### src/rtl/recursive_ma_fir_pkg.sv
// Shared constants, sample/accumulator types and the divide-by-TAPS scaling helper.
// Macro RECURSIVE_MA_FIR_ROUND_EN selects round-half-up scaling instead of truncation.
`default_nettype none

package recursive_ma_fir_pkg;

    localparam int DATA_W    = 16;
    localparam int TAPS_LOG2 = 3;
    localparam int TAPS      = 2 ** TAPS_LOG2;
    localparam int ACC_W     = DATA_W + TAPS_LOG2;

    typedef logic signed [DATA_W-1:0] sample_t;
    typedef logic signed [ACC_W-1:0]  acc_t;
    typedef logic signed [ACC_W:0]    acc_r_t;

    localparam acc_r_t SAMPLE_MAX = acc_r_t'((2 ** (DATA_W - 1)) - 1);
    localparam acc_r_t SAMPLE_MIN = acc_r_t'(-(2 ** (DATA_W - 1)));

    function automatic sample_t avg_scale(input acc_t a);
`ifdef RECURSIVE_MA_FIR_ROUND_EN
        acc_r_t t;
        t = acc_r_t'(a) + acc_r_t'(2 ** (TAPS_LOG2 - 1));
        t = t >>> TAPS_LOG2;
        if (t > SAMPLE_MAX) begin
            t = SAMPLE_MAX;
        end else if (t < SAMPLE_MIN) begin
            t = SAMPLE_MIN;
        end
        return sample_t'(t);
`else
        // Arithmetic shift truncates toward -inf; a sum of TAPS samples always fits.
        return sample_t'(a >>> TAPS_LOG2);
`endif
    endfunction

endpackage

`default_nettype wire

### src/rtl/ma_delay_line.sv
// TAPS-word sample shift register with synchronous clear; every tap is exposed.
`default_nettype none

module ma_delay_line
    import recursive_ma_fir_pkg::*;
#(
    parameter int N_TAPS = TAPS
) (
    input  logic    clk,
    input  logic    reset,
    input  sample_t d_i,
    output sample_t taps_o [N_TAPS]
);

    sample_t x_q [N_TAPS];

    always_ff @(posedge clk) begin
        if (reset) begin
            for (int i = 0; i < N_TAPS; i++) begin
                x_q[i] <= '0;
            end
        end else begin
            x_q[0] <= d_i;
            for (int i = 1; i < N_TAPS; i++) begin
                x_q[i] <= x_q[i-1];
            end
        end
    end

    assign taps_o = x_q;

endmodule

`default_nettype wire

### src/rtl/recursive_ma_fir_dual.sv
// Dual 8-tap moving average: direct adder-tree form and recursive acc form, bit-exact equal.
// Macro RECURSIVE_MA_FIR_ROUND_EN selects round-half-up output scaling.
`default_nettype none

module recursive_ma_fir_dual
    import recursive_ma_fir_pkg::*;
(
    input  logic              clk,
    input  logic              reset,
    input  logic signed [DATA_W-1:0] d,
    output logic signed [DATA_W-1:0] q_8tap,
    output logic signed [DATA_W-1:0] q_rma
);

    sample_t taps [TAPS];
    acc_t    tree_sum;
    acc_t    acc_q;
    acc_t    acc_d;
    sample_t q_8tap_q;
    sample_t q_rma_q;

    ma_delay_line #(
        .N_TAPS (TAPS)
    ) u_delay_line (
        .clk    (clk),
        .reset  (reset),
        .d_i    (d),
        .taps_o (taps)
    );

    always_comb begin
        tree_sum = '0;
        for (int i = 0; i < TAPS; i++) begin
            tree_sum = tree_sum + acc_t'(taps[i]);
        end
    end

    // Exact integer update: the oldest tap is the one about to fall off the line.
    always_comb begin
        acc_d = acc_q + acc_t'(d) - acc_t'(taps[TAPS-1]);
    end

    always_ff @(posedge clk) begin
        if (reset) begin
            acc_q    <= '0;
            q_8tap_q <= '0;
            q_rma_q  <= '0;
        end else begin
            acc_q    <= acc_d;
            q_8tap_q <= avg_scale(tree_sum);
            q_rma_q  <= avg_scale(acc_q);
        end
    end

    assign q_8tap = q_8tap_q;
    assign q_rma  = q_rma_q;

endmodule

`default_nettype wire

### config.mk
export PLATFORM = sky130hd
export DESIGN_NAME = recursive_ma_fir_dual
export DESIGN_NICKNAME = d
export VERILOG_FILES = /design/src/rtl/recursive_ma_fir_pkg.sv /design/src/rtl/ma_delay_line.sv /design/src/rtl/recursive_ma_fir_dual.sv
export SDC_FILE = /design/constraint.sdc
export NUM_CORES = 1
export LEC_CHECK = 0
export ABC_AREA = 1
export CAP_MARGIN = 20
export CORE_MARGIN = 2
export CORE_UTILIZATION = 60
export DETAILED_ROUTE_END_ITERATION = 8
export PLACE_DENSITY_LB_ADDON = 0.08
export SYNTH_ARGS = -nofsm -noshare
export SYNTH_HDL_FRONTEND = slang
export SYNTH_SLANG_ARGS = --single-unit
export TNS_END_PERCENT = 20
### constraint.sdc
create_clock -name clk -period 5.3 [get_ports clk]
set_clock_uncertainty 0.2 [all_clocks]
set_input_delay 1.06 -clock clk [delete_from_list [all_inputs] [get_ports clk]]
set_output_delay 1.06 -clock clk [all_outputs]
set_load 0.1 [all_outputs]
==> summary.md, run 1 <==
| Metric | Value |
|---|---|
| Unrepaired setup endpoints after global routing | false |
| H-Tree Depth | 4 |
| Post-synthesis cell area | 9650 sq um |
| Num rows | 46 |
| Startpoint Class | flip-flop |
| Worst Path Arrival | 4.30 ns |
| Area growth syn-to-layout | 13.1% |
| Drt drc | 0 |
| CTS Sinks | 179 |
| First-pass GRT wire length | 30,100 um |
| Post-CTS Setup Inserts | 0 |
| Most common cell on crit path | nand2_1 |
| Wire per inst | 12.3 um |
| Total power | 4.46 mW |
| Met1 usage in global routing | 31.1% |
| Detailed-route wire length | 17,300 um |
| Leakage | 5.30 nW |
| Setup crit end kind | flip-flop |
| Post-synth top area share | 37.2% |
| Max Cap Viol | 0 |
| Worst reg2reg path endpoint | q_8tap[9] |
| Mux share of post-synthesis cell area | 0% |
| Hold violation total from the final report | 0 |
| Total CTS buffers | 17 |
| Most common cell in the netlist | inv_1 |
| Net switching power | 1.76 mW |
| Overall Global Routing Usage | 23.0% |
| R2R depth | 17 |
| Required @ worst endpoint | 5.42 ns |
| Xor/xnor share of the synthesized area | 0.454% |
| Share of layout cells above drive strength 1 | 4.45% |
| Adder-cell share of the synthesized area | 29.0% |
| Number of synthesized flops with an enable pin | 0 |
| Slew HR | 30.8% |
| Simple-gate area share of the yosys netlist | 14.4% |
| Die Footprint | 17,100 sq um |
| Synth top area cells | dfxtp_1 (37%), fa_1 (24%), inv_1 (13%) |
| Hold_sp | u_delay_line.taps_o[96] |
| Initial Util | 61.2% |
| Via count | 6,441 |
| Nets@finish | 1,349 |
| Setup TNS | 0 ns |
| Root Driver | clkbuf_16 |
| Synth Area per Inst | 8.57 sq um |
| DR pass1 iterations | 5 |
| Ys async rst share | 0% |
| Hold Buf Count CTS | 0 |
| Die W | 131 um |
| Largest family of logic cells by synthesized area | adder cells |
| Worst Hold Depth | 2 |
| CTS Buffer Depth | 2 |
| # diodes | 0 |
| Yosys top cell by area | dfxtp_1 |
| GR peak layer | met2 |
| Ys flop type | dfxtp_1 |
| Endpoints failing setup | 0 |
| RD Place Congestion | 0.886 |
| Overflow after GRT | 0 |
| Clock share of power | 28.3% |
| Gate power share | 37.7% |
| Syn_nets | 1,298 |
| Design area | 10,900 sq um |
| Antenna Nets Post-Route | 0 |
| Post-synthesis sequential area ratio | 37.2% |
| Flop pwr share | 34.0% |
| Initial antenna violation count | 0 |
| Fin crit period | 4.19 ns |
| CTS tree | yes |
| Vias per Instance | 4.58 |
| Reg clk slew, reported paths | 0.07 ns |
| Fillers | 1,332 |
| Pint | 2.70 mW |
| Slew Viols, Final | 0 |
| Post-detail-place hpwl | 13,400 um |
| Net Sw Frac | 39.4% |
| Clock Latency Late Sink | 0.43 ns |
| Synth Warn # | 0 |
| Core area | 15,800 sq um |
| Status | completed |
| Commonest cells in the synthesized netlist | inv_1 (336), nor2_1 (200), dfxtp_1 (179) |
| Complex-gate fraction of the synthesized area | 4.89% |
| Vias in the first global route | 6,498 |
| Pwr dens | 408 nW/um^2 |
| R2R Path Start | u_delay_line.taps_o[2] |
| Crit path cell chain | inv_1, fa_1, inv_1, fa_1, fa_1, fa_1, a21boi_0, fa_1, nand2_1, nand2_1, nand2_2, o21ai_2, nand2_1, nand2_1, nand2_1, nand2_1, nor2_1 |
| Cell Area, Placed | 10,300 sq um |
| Largest net degree at the start of global routing | 60 |
| Fmax achieved | 0.239 GHz |
| Critical path peak fanout | 4 |
| Met2 Usage GRT | 37.8% |
| CP Class | flip-flop to flip-flop |
| Die Y | 131 um |
| CTS resizes | 0 |
| Hold EP | u_delay_line.taps_o[80] |
| Worst hold path type | flip-flop to flip-flop |
| Syn Inst Count | 1,126 |
| Synth cell types | 27 |
| CP max stage delay | 0.56 ns |
| Final period util | 79.0% |
| R2R Setup Slk | 1.11 ns |
| Input/output buffers | 49 |
| Tightest Pin Transition | 1.04 ns |
| #FFs+latches synth | 179 |
| Maximum VDD drop | 0.000436 V |
| Crit-path slowest cell | fa_1 |
| Drt initial violations | 317 |
| Grt met3 use | 4.36% |
| I/O pins | 50 |
flip-flops by register name, summed over array words and instances, names as in the netlist:
register / cells
q_8tap: 16
acc_q: 19
q_rma: 16
u_delay_line.taps_o: 128
power groups by stage:
stage | logic [mW] | clock network [mW] | registers (mW)
3_3_place_gp | 1.66 | 0 | 1.54
4_1_cts | 1.69 | 1.29 | 1.52
3_5_place_dp | 1.67 | 0 | 1.54
5_1_grt | 1.91 | 1.35 | 1.53
6_report | 1.68 | 1.26 | 1.51
2_1_floorplan | 0.979 | 0 | 1.87
layout make-up:
type	count	area, sq um	area share, %
Clock buffer	18	439	4.02
Clock inverter	14	151	1.39
Inverter	336	1260	11.6
Multi-Input combinational cell	592	4700	43.1
Sequential cell	179	3580	32.8
Tap cell	216	270	2.48
Timing Repair Buffer	51	503	4.61
through the flow:
step,util (%),std cells,hold slack [ns],setup WS [ns]
global placement,65.5,1374,0.215,1.13
detailed placement,65.5,1374,0.219,1.13
floorplan,-,1126,0.207,1.50
global route,69.2,1406,0.262,0.809
finish,69.2,1406,0.229,1.11
CTS,69.2,1406,0.229,1.11
critical path, delay by kind of cell (launching register included):
family | cells | cell delay [ns]
buffers and inverters | 2 | 0.12
AND/OR/NAND/NOR | 8 | 0.62
flip-flops | 1 | 0.36
AO/OA/AOI/OAI | 2 | 0.50
adder cells (fa/ha/maj) | 5 | 2.27
worst max-delay path by stage:
stage / start / endpoint / slack [ns]
6_report: u_delay_line.taps_o[2] / q_8tap[9] / 1.11
3_5_place_dp: u_delay_line.taps_o[2] / q_8tap[9] / 1.13
3_3_place_gp: u_delay_line.taps_o[2] / q_8tap[9] / 1.13
4_1_cts: u_delay_line.taps_o[2] / q_8tap[9] / 1.11
2_1_floorplan: u_delay_line.taps_o[50] / q_8tap[13] / 1.50
5_1_grt: u_delay_line.taps_o[2] / q_8tap[9] / 0.81
cells by family after synthesis:
family,count (synthesis)
flip-flops,179
XOR/XNOR,5
AND/OR/NAND/NOR,342
buffers and inverters,355
adder cells (fa/ha/maj),154
AO/OA/AOI/OAI,91
placed cells by master (no fill, tap or decap), drive strengths merged:
cell type	instances
a21boi	1
a21oi	59
and2	1
buf	3
bufinv	2
clkbuf	18
clkdlybuf4s50	48
clkinv	3
clkinvlp	4
dfxtp	179
fa	116
ha	38
inv	341
nand2	107
nand3	25
nor2	202
nor4	5
o21a	1
o21ai	30
or2	2
xnor2	3
xor2	2
per-layer routing:
metal / vias up / share of wire (%) / wire length, um
met2: 96 / 48 / 8290
met4: 0 / 2.2 / 374
met3: 27 / 3.3 / 569
met1: 3002 / 47 / 8060
met5: - / 0 / 0
li1: 3316 / - / -
Power figures use the tool's default switching activity.
==> run 2: changes to the inputs <==
clock period = 4 ns   (was 5.3 ns; I/O delays follow)
==> run 2 against run 1 <==
Net effect:
- via count grew 2.1%
- worst hold slack worse by 0.0086 ns
- sequential power up 33%
- critical endpoint is now q_8tap[7]
- highest routed layer unchanged
==> summary.md, run 2 (synthesis gave the netlist of run 1 again) <==
| Metric | Value |
|---|---|
| Via count | 6,577 (+2.1%) |
| I/O pins | 50 (unchanged) |
| Fmax achieved | 0.252 GHz (+5.5%) |
| Post-place setup slack | -0.0755 ns (-1.21 ns) |
| Setup ws final | 0.0341 ns (-1.08 ns) |
| Vias per Instance | 4.63 (+0.96%) |
| Critical path peak fanout | 4 (unchanged) |
| Endpoints failing setup | 0 (unchanged) |
| RD Place Congestion | 0.876 (-1.1%) |
| Tightest Pin Transition | 1.09 ns (+0.0584 ns) |
| H-Tree Depth | 4 (unchanged) |
| Total power | 6.08 mW (+36%) |
| Pwr dens | 543 nW/um^2 (+33%) |
| Die W | 131 um (unchanged) |
| Slew HR | 26.9% (-3.9 points) |
| Setup crit end kind | flip-flop |
| R2R Setup Slk | 0.03 ns (-1.08 ns) |
| Vias in the first global route | 6,522 (+0.37%) |
| Maximum VDD drop | 0.000401 V (-7.9%) |
| Unrepaired setup endpoints after global routing | true |
| Wire per inst | 12.6 um (+2.2%) |
| R2R depth | 15 (-2) |
| Core area | 15,800 sq um (unchanged) |
| Total CTS buffers | 17 (unchanged) |
| CP max stage delay | 0.53 ns (-0.03 ns) |
| Hold EP | u_delay_line.taps_o[80] |
| Nets@finish | 1,365 (+1.2%) |
| Worst hold path type | flip-flop to flip-flop |
| Hold_sp | u_delay_line.taps_o[96] |
| R2R Path Start | u_delay_line.taps_o[53] |
| Hold violation total from the final report | 0 (unchanged) |
| Placed insts | 1,389 (+1.1%) |
| Detailed-route wire length | 17,900 um (+3.3%) |
| Multi-input gate area | 4810 sq um (+2.3%) |
| WP buf/inv | 5 (+3) |
| Register area | 3590 sq um (+0.10%) |
| Worst reg2reg path endpoint | q_8tap[7] |
| Design area | 11,200 sq um (+2.7%) |
| Drt initial violations | 342 (+7.9%) |
| Root Driver | clkbuf_16 |
| Cell Area, Placed | 10,400 sq um (+1.2%) |
| CTS Buffer Depth | 2 (unchanged) |
| Post-detail-place hpwl | 13,300 um (-0.73%) |
| Worst Path Arrival | 4.09 ns (-0.21 ns) |
| Drt drc | 0 (unchanged) |
| Most frequent cells in the layout | inv_1 (333), nor2_1 (199), dfxtp_1 (176) |
| Antenna Nets Post-Route | 0 (unchanged) |
| Initial Util | 61.2% (unchanged) |
| Max FFs per register | 128 (unchanged) |
| First-pass GRT wire length | 29,700 um (-1.5%) |
| Largest net degree at the start of global routing | 148 (+150%) |
| Initial antenna violation count | 0 (unchanged) |
| Die Footprint | 17,100 sq um (unchanged) |
| Status | completed |
| CTS Sinks | 179 (unchanged) |
| # diodes | 0 (unchanged) |
| Worst hold margin | 0.221 ns (-0.00860 ns) |
| CTS tree | yes |
| Max Cap Viol | 0 (unchanged) |
| Slew Viols, Final | 0 (unchanged) |
| Reg clk slew, reported paths | 0.07 ns (about the same) |
| Crit-path slowest cell | fa_1 |
| Num rows | 46 (unchanged) |
| Startpoint Class | flip-flop |
| Worst Hold Depth | 2 (unchanged) |
| Leakage | 5.42 nW (+2.2%) |
| Die Y | 131 um (unchanged) |
| Final period util | 99.1% (+20 points) |
| Share of layout cells above drive strength 1 | 8.04% (+3.6 points) |
| Overall Global Routing Usage | 22.7% (-0.32 points) |
| Fillers | 1,274 (-4.4%) |
| CP Class | flip-flop to flip-flop |
| Crit path cell chain | inv_1, fa_1, inv_1, fa_1, fa_1, inv_1, fa_1, inv_1, ha_1, or2_1, nand3_2, nand3_2, buf_4, o21ai_0, a21oi_1 |
| Overflow after GRT | 0 (unchanged) |
| Commonest non-fill, non-tap cell in the layout | inv_1 |
| DR pass1 iterations | 5 (unchanged) |
| Area growth syn-to-layout | 16.1% |
| Clock Latency Late Sink | 0.43 ns (about the same) |
| Critical path's top delay family | adder cells |
| Fin crit period | 3.97 ns (-0.219 ns) |
| Required @ worst endpoint | 4.12 ns (-1.30 ns) |
| Input/output buffers | 49 (unchanged) |
| Final Non-Filler Cells | 1,422 (+1.1%) |
## run 2: per-stage QoR
| step | setup TNS, ns | util (%) |
|---|---|---|
| global placement | 0 | 66.2 |
| global route | -1.02 | 71.0 |
| floorplan | 0 | - |
| detailed placement | -0.191 | 66.2 |
| CTS | -0.0130 | 70.3 |
| finish | 0 | 71.0 |
## run 2: worst max-delay path by stage
stage,depth (start not counted),start,slack [ns],to
after floorplan,15,u_delay_line.taps_o[50],0.20,q_8tap[13]
after global placement,17,u_delay_line.taps_o[50],0.02,q_8tap[11]
after detailed placement,17,u_delay_line.taps_o[50],-0.08,q_8tap[9]
after CTS,17,u_delay_line.taps_o[50],-0.008,q_8tap[11]
after global routing,16,u_delay_line.taps_o[18],-0.13,q_8tap[13]
final,15,u_delay_line.taps_o[53],0.03,q_8tap[7]
## run 2: area by class of cell
| class | count | area share [%] |
|---|---|---|
| Tap cell | 216 | 2.41 |
| Timing Repair Buffer | 67 | 5.67 |
| Sequential cell | 179 | 32.0 |
| Multi-Input combinational cell | 592 | 42.9 |
| Clock inverter | 14 | 1.78 |
| Clock buffer | 18 | 3.92 |
| Inverter | 336 | 11.3 |
## run 2: report_power, final
part           total [mW]  internal, mW  switching [mW]
Clock                1.80          1.07           0.733
Sequential           2.01          1.95          0.0559
Combinational        2.27         0.710            1.56
## run 2: what timing repair did
action,CTS,global route
setup buffers,0,1
endpoints found under the setup margin,5,13
hold buffers,0,0
pin swaps,1,12
gates resized for setup,3,32
## run 2: worst min-delay path: stages, from the launching register on
cell and delay [ns]:
dfxtp_1 0.31, inv_1 0.05, nor2_1 0.03
## run 2: routing by layer
| layer | share of wire, % | global-route usage, % |
|---|---|---|
| met5 | 0 | 0 |
| met4 | 1.3 | 6.26 |
| met3 | 3.2 | 4.93 |
| met2 | 50 | 39.0 |
| met1 | 46 | 29.4 |
